--- config.mk ---
export PLATFORM = sky130hd
export DESIGN_NAME = avl_dsp_arbiter
export DESIGN_NICKNAME = d
export VERILOG_FILES = /design/src/rtl/avl_dsp_arb_pkg.sv /design/src/rtl/avl_dsp_arbiter_rr.sv /design/src/rtl/avl_dsp_arbiter.sv
export SDC_FILE = /design/constraint.sdc
export NUM_CORES = 1
export LEC_CHECK = 0
export CELL_PAD_IN_SITES_DETAIL_PLACEMENT = 1
export CELL_PAD_IN_SITES_GLOBAL_PLACEMENT = 1
export CORE_UTILIZATION = 31
export CTS_CLUSTER_SIZE = 28
export DETAILED_ROUTE_END_ITERATION = 7
export PLACE_DENSITY = 0.84
export RECOVER_POWER = 100
export SYNTH_ARGS = -nofsm -noshare
export SYNTH_HDL_FRONTEND = slang
export SYNTH_SLANG_ARGS = --single-unit
--- constraint.sdc ---
create_clock -name clk_dsp -period 2.4 [get_ports clk_dsp]
set_input_delay 0.24 -clock clk_dsp [delete_from_list [all_inputs] [get_ports clk_dsp]]
set_output_delay 0.24 -clock clk_dsp [all_outputs]
set_load 0.05 [all_outputs]
--- src/rtl/avl_dsp_arb_pkg.sv ---
// Shared types for the DSP register-file arbiter: FSM states, requester id,
// and the read-latency counter width.
package avl_dsp_arb_pkg;

    typedef enum logic [1:0] {
        ST_IDLE,
        ST_ISSUE,
        ST_RD_WAIT,
        ST_RD_RESP
    } arb_state_t;

    typedef logic req_id_t;

    localparam int unsigned CNT_W = $clog2(8);

endpackage

--- src/rtl/avl_dsp_arbiter_rr.sv ---
// Two-input round-robin grant; last_grant only advances when a grant is taken.
module rr_arbiter_2
    import avl_dsp_arb_pkg::*;
(
    input  logic       clk,
    input  logic       rst_n,
    input  logic [1:0] req,
    input  logic       update,
    output req_id_t    grant
);

    req_id_t last_grant_q, last_grant_d;

    always_comb begin
        if (req == 2'b11) begin
            grant = ~last_grant_q;
        end else if (req[0]) begin
            grant = 1'b0;
        end else begin
            grant = 1'b1;
        end
        last_grant_d = last_grant_q;
        if (update) begin
            last_grant_d = grant;
        end
    end

    // Resetting to 1 lets requester 0 win the first tie.
    always_ff @(posedge clk or negedge rst_n) begin
        if (!rst_n) begin
            last_grant_q <= 1'b1;
        end else begin
            last_grant_q <= last_grant_d;
        end
    end

endmodule

--- src/rtl/avl_dsp_arbiter.sv ---
// Avalon-MM arbiter sharing the DSP register-file port between the HPS path
// (m0) and the configuration sequencer (m1); one access outstanding at a time.
module avl_dsp_arbiter
    import avl_dsp_arb_pkg::*;
#(
    parameter int unsigned WIDTH_ADDR = 8,
    parameter int unsigned WIDTH_DATA = 32,
    parameter int unsigned WIDTH_BE   = 4,
    parameter int unsigned RD_LATENCY = 1
) (
    input  logic                  clk_dsp,
    input  logic                  reset_n,
    input  logic                  m0_write,
    input  logic                  m0_read,
    input  logic [WIDTH_ADDR-1:0] m0_address,
    input  logic [WIDTH_BE-1:0]   m0_byteenable,
    input  logic [WIDTH_DATA-1:0] m0_writedata,
    output logic                  m0_waitrequest,
    output logic [WIDTH_DATA-1:0] m0_readdata,
    output logic                  m0_readdatavalid,
    input  logic                  m1_write,
    input  logic                  m1_read,
    input  logic [WIDTH_ADDR-1:0] m1_address,
    input  logic [WIDTH_BE-1:0]   m1_byteenable,
    input  logic [WIDTH_DATA-1:0] m1_writedata,
    output logic                  m1_waitrequest,
    output logic [WIDTH_DATA-1:0] m1_readdata,
    output logic                  m1_readdatavalid,
    output logic                  avl_chipselect_dsp,
    output logic                  avl_write_dsp,
    output logic [WIDTH_ADDR-1:0] avl_address_dsp,
    output logic [WIDTH_BE-1:0]   avl_byteenable_dsp,
    output logic [WIDTH_DATA-1:0] avl_writedata_dsp,
    input  logic [WIDTH_DATA-1:0] avl_readdata_dsp
);

    arb_state_t            state_q, state_d;
    logic [CNT_W-1:0]      cnt_q, cnt_d;
    req_id_t               gnt_q, gnt_d;
    logic                  is_wr_q, is_wr_d;
    logic [1:0]            wait_q, wait_d;
    logic [1:0]            rdv_q, rdv_d;
    logic [WIDTH_DATA-1:0] rdata0_q, rdata0_d;
    logic [WIDTH_DATA-1:0] rdata1_q, rdata1_d;
    logic                  cs_q, cs_d;
    logic                  write_q, write_d;
    logic [WIDTH_ADDR-1:0] addr_q, addr_d;
    logic [WIDTH_BE-1:0]   be_q, be_d;
    logic [WIDTH_DATA-1:0] wdata_q, wdata_d;

    logic [1:0] req;
    logic       take;
    req_id_t    grant;

    assign req  = {m1_write | m1_read, m0_write | m0_read};
    assign take = (state_q == ST_IDLE) && (req != 2'b00);

    rr_arbiter_2 u_rr (
        .clk    (clk_dsp),
        .rst_n  (reset_n),
        .req    (req),
        .update (take),
        .grant  (grant)
    );

    always_comb begin
        state_d  = state_q;
        cnt_d    = cnt_q;
        gnt_d    = gnt_q;
        is_wr_d  = is_wr_q;
        wait_d   = '1;
        rdv_d    = '0;
        rdata0_d = rdata0_q;
        rdata1_d = rdata1_q;
        cs_d     = 1'b0;
        write_d  = 1'b0;
        addr_d   = addr_q;
        be_d     = be_q;
        wdata_d  = wdata_q;

        unique case (state_q)
            ST_IDLE: begin
                if (take) begin
                    state_d       = ST_ISSUE;
                    gnt_d         = grant;
                    cs_d          = 1'b1;
                    wait_d[grant] = 1'b0;
                    if (grant == 1'b0) begin
                        is_wr_d = m0_write;
                        addr_d  = m0_address;
                        be_d    = m0_byteenable;
                        wdata_d = m0_writedata;
                    end else begin
                        is_wr_d = m1_write;
                        addr_d  = m1_address;
                        be_d    = m1_byteenable;
                        wdata_d = m1_writedata;
                    end
                    write_d = is_wr_d;
                end
            end
            ST_ISSUE: begin
                if (is_wr_q) begin
                    state_d = ST_IDLE;
                end else begin
                    state_d = ST_RD_WAIT;
                    cnt_d   = CNT_W'(RD_LATENCY - 1);
                end
            end
            // Count 0 marks the cycle in which the register file drives valid data.
            ST_RD_WAIT: begin
                if (cnt_q == '0) begin
                    state_d      = ST_RD_RESP;
                    rdv_d[gnt_q] = 1'b1;
                    if (gnt_q == 1'b0) begin
                        rdata0_d = avl_readdata_dsp;
                    end else begin
                        rdata1_d = avl_readdata_dsp;
                    end
                end else begin
                    cnt_d = cnt_q - 1'b1;
                end
            end
            ST_RD_RESP: begin
                state_d = ST_IDLE;
            end
            default: begin
                state_d = ST_IDLE;
            end
        endcase
    end

    always_ff @(posedge clk_dsp or negedge reset_n) begin
        if (!reset_n) begin
            state_q  <= ST_IDLE;
            cnt_q    <= '0;
            gnt_q    <= 1'b0;
            is_wr_q  <= 1'b0;
            wait_q   <= '1;
            rdv_q    <= '0;
            rdata0_q <= '0;
            rdata1_q <= '0;
            cs_q     <= 1'b0;
            write_q  <= 1'b0;
            addr_q   <= '0;
            be_q     <= '0;
            wdata_q  <= '0;
        end else begin
            state_q  <= state_d;
            cnt_q    <= cnt_d;
            gnt_q    <= gnt_d;
            is_wr_q  <= is_wr_d;
            wait_q   <= wait_d;
            rdv_q    <= rdv_d;
            rdata0_q <= rdata0_d;
            rdata1_q <= rdata1_d;
            cs_q     <= cs_d;
            write_q  <= write_d;
            addr_q   <= addr_d;
            be_q     <= be_d;
            wdata_q  <= wdata_d;
        end
    end

    assign m0_waitrequest     = wait_q[0];
    assign m1_waitrequest     = wait_q[1];
    assign m0_readdatavalid   = rdv_q[0];
    assign m1_readdatavalid   = rdv_q[1];
    assign m0_readdata        = rdata0_q;
    assign m1_readdata        = rdata1_q;
    assign avl_chipselect_dsp = cs_q;
    assign avl_write_dsp      = write_q;
    assign avl_address_dsp    = addr_q;
    assign avl_byteenable_dsp = be_q;
    assign avl_writedata_dsp  = wdata_q;

endmodule
; ---- Word-level counts from Yosys, hierarchy flattened
; Index checks and enable logic that the tools add are counted.
[totals]
register_bits = 122
output_inout_bits = 114
word_cells = 69
in_bits = 126
[op_classes]
bitwise_logic = 5
muxes = 25
order_cmp = 4
addsub = 1
n_reduce_logical = 12
eq_ne = 8
[op_table]
columns = op, count
row1 = $mux 32, 1
row2 = $mux 2, 7
row3 = $mux 1, 9
row4 = $reduce_and 3->1, 3
row5 = $mux 8, 1
row6 = $ne 2x2->1 const B, 4
row7 = $pmux 2 s4, 1
row8 = $eq 2x2->1 const B, 3
row9 = $mux 3, 2
row10 = $pmux 3 s2, 1
row11 = $lt 1x2->1 const B, 2
row12 = $mux 4, 1
row13 = $reduce_and 2->1, 2
row14 = $reduce_bool 2->1, 2
row15 = $logic_and 1x1->1, 3
row16 = $logic_not 3->1, 1
row17 = $sub 3x1->3 const B, 1
row18 = $demux 1 s1, 2
row19 = $eq 2x1->1 const B, 1
row20 = $ge 1x1->1 const B, 2
row21 = $logic_not 2->1, 1
row22 = $not 1->1, 2
row23 = $not 2->2, 1
row24 = $or 1x1->1, 2

; ---- Longest topological paths before layout
[depth]
depth_word = 10
depth_mapped = 7
depth_no_buf = 6

; ---- By module
; Synthesis repeated with hierarchy kept, for this count alone.
[unflattened]
hier_cells = 334
hier_area_um2 = 5218.8
[modules_own_cells]
columns = mod, seq_area_each_um2, cells_per_inst, instances, area_each_um2
row1 = avl_dsp_arbiter, 3030.4, 329, 1, 5165.0
row2 = rr_arbiter_2, 26.3, 5, 1, 53.8

; ---- Worst setup path before layout
; OpenSTA, ideal clock, no wires.
[synth_path]
path_kind = flip-flop to flip-flop
startpoint = reg cnt_q[0]
endpoint = reg rdata0_q[10], in the netlist m0_readdata[10]
path_slack_ns = 0.566
arrival_time_ns = 1.710
required_time_ns = 2.275
path_stages_with_launch = 8
n_path_buf = 1
cell_sequence = dfrtp_1 > inv_1 > ha_1 > ha_1 > nand3b_1 > nor2_1 > buf_2 > mux2_2
[synth_via]
elab_chain_cells = 2
[synth_rtl]
columns = element, line_no
row1 = "start, declared", avl_dsp_arbiter.sv:38  ; logic [CNT_W-1:0] cnt_q, cnt_d;
row2 = "start signal, assigned", avl_dsp_arbiter.sv:150  ; cnt_q <= cnt_d;
row3 = $logic_not 3->1, avl_dsp_arbiter.sv:112  ; if (cnt_q == '0) begin
row4 = $reduce_and 3->1 (no source line), n/a
row5 = "end signal, assigned", avl_dsp_arbiter.sv:155  ; rdata0_q <= rdata0_d;
row6 = "end, declared", avl_dsp_arbiter.sv:43  ; logic [WIDTH_DATA-1:0] rdata0_q, rdata0_d;
; No other way between the ends.
; A chain may end at the register's enable or synchronous reset.

; ---- Final worst setup path
[layout_path]
startpoint = reg wait_q[1]
endpoint = out m1_waitrequest
[layout_rtl]
columns = element, line_no
row1 = "start, declared", avl_dsp_arbiter.sv:41  ; logic [1:0] wait_q, wait_d;
row2 = "start signal, assigned", avl_dsp_arbiter.sv:153  ; wait_q <= wait_d;
row3 = "end, declared", avl_dsp_arbiter.sv:26  ; output logic m1_waitrequest,
; No word-level cell between the ends.

==> qor.csv <==
stage,metric,value,unit
worst_setup_path,cp_cell_sequence,dlygate4sd3_1,
grt,overflow,0,
logic_synthesis,synth_mux_area_share,13.99,%
logic_synthesis,syn_area_per_cell,11.58,sq um
worst_setup_path,cp-start-kind,flop,
cts,path_clk_slew,60,ps
logic_synthesis,yosysWarnings,0,
power_and_ir_drop,leakagePower,3.345,nW
finish,final_area,8406,sq um
worst_setup_path,critPathCaptureType,output pin,
drt,num_vias,4694,
drt,drc,0,
timing,tightest_slew,1139,ps
logic_synthesis,synth_cell_types,30,
worst_setup_path,critPathSlowestCell,dlygate4sd3_1,
worst_setup_path,required,2160,ps
logic_synthesis,ys_ff_latch,122,
min_path,hp-class,in2async,
placed_design,placed_area,7779,sq um
timing,setup_viol,0,
timing,clock.fmax,486.9,MHz
cts,ctsHoldBuffers,1,
logic_synthesis,syn_nets,573,
worst_setup_path,cpPeakStageDelay,900,ps
die,die_w,130.9,microns
finish,syn2layout_area_growth,63.14,%
cts,clock_latency,410,ps
finish,layout-drive-gt1-share,16.01,%
grt,track_usage,22.19,%
die,io_pins,240,
worst_setup_path,cp_max_fo,1,
logic_synthesis,yosys.area_share.simple,6.411,%
die,dieArea,17140,sq um
placed_design,io_buffers,239,
timing,rsz0062_at_grt,false,
grt,grt_max_degree,81,
placed_design,dp_hpwl,13.08,mm
drt,detail_route.wl_per_cell,20.70,microns
logic_synthesis,synth_top_family_by_area,compound AO/OA/AOI/OAI gates,
timing,period_share,85.58,%
grt,grt_most_used_layer,met2,
drt,drtPass1Iterations,4,
worst_setup_path,worstPathArrival,1810,ps
drt,routed_wirelength,18.70,mm
cts,numCtsBuffers,17,
cts,post_cts_buffers,0,
grt,grt_pass1_wl,28.35,mm
cts,cts_tree,done,
logic_synthesis,yosys.area_share.adder,0.4857,%
timing,period_needed,2054,ps
cts,clock_path_buffers,2,
logic_synthesis,synth_cells,445,
logic_synthesis,synth-seq-area-share,59.32,%
power_and_ir_drop,total_power,14.31,mW
placed_design,routabilityCongestion,0.7664,
cts,ctsResizeCount,0,
cts,htreeDepth,4,
finish,multi_input_area,1913,sq um
die,start_util,32.09,%
timing,skew,9.835,ps
worst_setup_path,crit_buf_inv,1,
logic_synthesis,synth_compound_area_share,15.88,%
job,maxCapViolations,0,
grt,met3_usage,8.550,%
finish,n_antenna_cell,0,
die,fp.coreArea,16060,sq um
grt,grt_util_met1,25.03,%
timing,finalHoldViolations,0,
logic_synthesis,synth_area,5152,sq um
drt,drtIter0Drc,230,
cts,cts_root_buf,clkbuf_16,
die,die_h,130.9,microns
grt,grt_pass1_vias,5001,
worst_setup_path,crit_family,buffers and inverters,
logic_synthesis,synthXorXnorAreaFrac,0,%
timing,relSlewSlack,24.05,%
drt,ant_nets,0,
power_and_ir_drop,vdd_drop_max,0.0007891,V
timing,slew_violations,0,
timing,finalSetupTns,0,ps
power_and_ir_drop,powerDensity,1703,nW/um^2
drt,via_per_inst,5.198,
finish,final_nets,802,
die,placementRows,46,
cts,cts_sinks,122,
finish,nFillCells,1641,
worst_setup_path,path_class,reg2out,
finish,regArea,3057,sq um
grt,antenna_found_initial,0,
run_status,status,"complete, no violations",
grt,grt_util_met2,38.78,%
flip-flops by register name (all words and copies together), names as in the netlist, named ones only:
name	cells
wait_q	2
m1_readdata	32
avl_write_dsp	1
gnt_q	1
rdv_q	2
avl_byteenable_dsp	4
m0_readdata	32
is_wr_q	1
state_q	1
avl_address_dsp	8
u_rr.last_grant_q	1
avl_writedata_dsp	32
avl_chipselect_dsp	1
cnt_q	3
area by class of cell:
| type | instances | share of cell area [%] |
|---|---|---|
| Clock inverter | 13 | 2.263 |
| Sequential cell | 122 | 36.36 |
| Timing Repair Buffer | 250 | 29.79 |
| Multi-Input combinational cell | 278 | 22.76 |
| Inverter | 5 | 0.2233 |
| Clock buffer | 19 | 5.389 |
| Tap cell | 216 | 3.215 |
logic make-up (layout without fill, tap and decap cells):
logic type | Yosys count | after routing
compound gates | 146 | 146
fa+ha+maj | 2 | 2
buf+inv | 45 | 287
flops | 122 | 122
mux | 64 | 64
simple gates | 66 | 66
report_power, final:
| part | leakage [nW] | internal (mW) | total (mW) | switching, mW |
|---|---|---|---|---|
| registers | 1.41 | 3.12 | 3.77 | 0.656 |
| logic | 1.62 | 2.47 | 7.80 | 5.32 |
| clock network | 0.314 | 1.80 | 2.74 | 0.941 |
stage by stage:
stage	hold WS (ps)	util [%]	std cells	setup WS (ps)
after floorplan	-55.59	-	445	565.6
after global placement	65.35	48.44	870	242.5
after detailed placement	71.27	48.44	870	212.3
after CTS	173.4	52.51	903	371.2
after global routing	301.8	52.35	903	206.3
final	286.2	52.35	903	346.1
cells in the mapped netlist (all sizes together):
| cell | instances | area [sq um] |
|---|---|---|
| o21ba | 1 | 10.01 |
| buf | 11 | 73.82 |
| o21ai | 48 | 240.2 |
| inv | 5 | 18.76 |
| mux2 | 64 | 720.7 |
| dfrtp | 119 | 2978 |
| o21a | 2 | 15.01 |
| clkbuf | 29 | 108.9 |
| nand3b | 1 | 7.510 |
| or2 | 1 | 6.260 |
| nand2 | 4 | 17.52 |
| a21boi | 1 | 7.510 |
| nor2 | 10 | 37.54 |
| nor3b | 1 | 7.510 |
| ha | 2 | 25.02 |
| a21oi | 44 | 220.2 |
| a221oi | 3 | 26.28 |
| o211ai | 1 | 7.510 |
| nor2b | 1 | 6.260 |
| nand3 | 45 | 225.2 |
| o21bai | 1 | 7.510 |
| or4 | 1 | 7.510 |
| a31oi | 44 | 275.3 |
| nand2b | 1 | 6.260 |
| nand4b | 1 | 8.760 |
| o2bb2ai | 1 | 8.760 |
| dfstp | 3 | 78.83 |
routing by layer:
metal | vias up | routed length, microns | share of wire [%]
met4 | 0 | 235 | 1.3
met3 | 18 | 1793 | 9.6
li1 | 2096 | - | -
met1 | 2361 | 7328 | 39
met5 | - | 0 | 0
met2 | 219 | 9338 | 50
final timing paths:
kind | slack, ps | endpoint | start | depth (start not counted)
min in group clk_dsp | 410 | avl_writedata_dsp[25] | m0_writedata[25] | 3
max in group asynchronous | 570 | cnt_q[0] | reset_n | 3
max | 350 | m1_waitrequest | wait_q[1] | 1
min reg2reg | 510 | m0_readdata[17] | m0_readdata[17] | 1
max reg2reg | 350 | gnt_q | state_q[0] | 4
min | 290 | m1_readdata[9] | reset_n | 2
cells in the final DEF (no fill, tap or decap), drive strengths merged:
cell type,n
o21ba,1
o2bb2ai,1
dfstp,3
dlygate4sd3,116
nor2b,1
a31oi,44
or4,1
ha,2
nand3b,1
dfrtp,119
clkinv,6
o211ai,1
mux2,64
a21boi,1
a221oi,3
clkbuf,23
a21oi,44
o21bai,1
clkinvlp,1
o21a,2
nand3,45
nor2,10
inv,7
nor3b,1
buf,7
bufinv,4
nand2b,1
nand4b,1
clkdlybuf4s50,123
nand2,4
o21ai,48
or2,1
(Power assumes the default switching activity.)
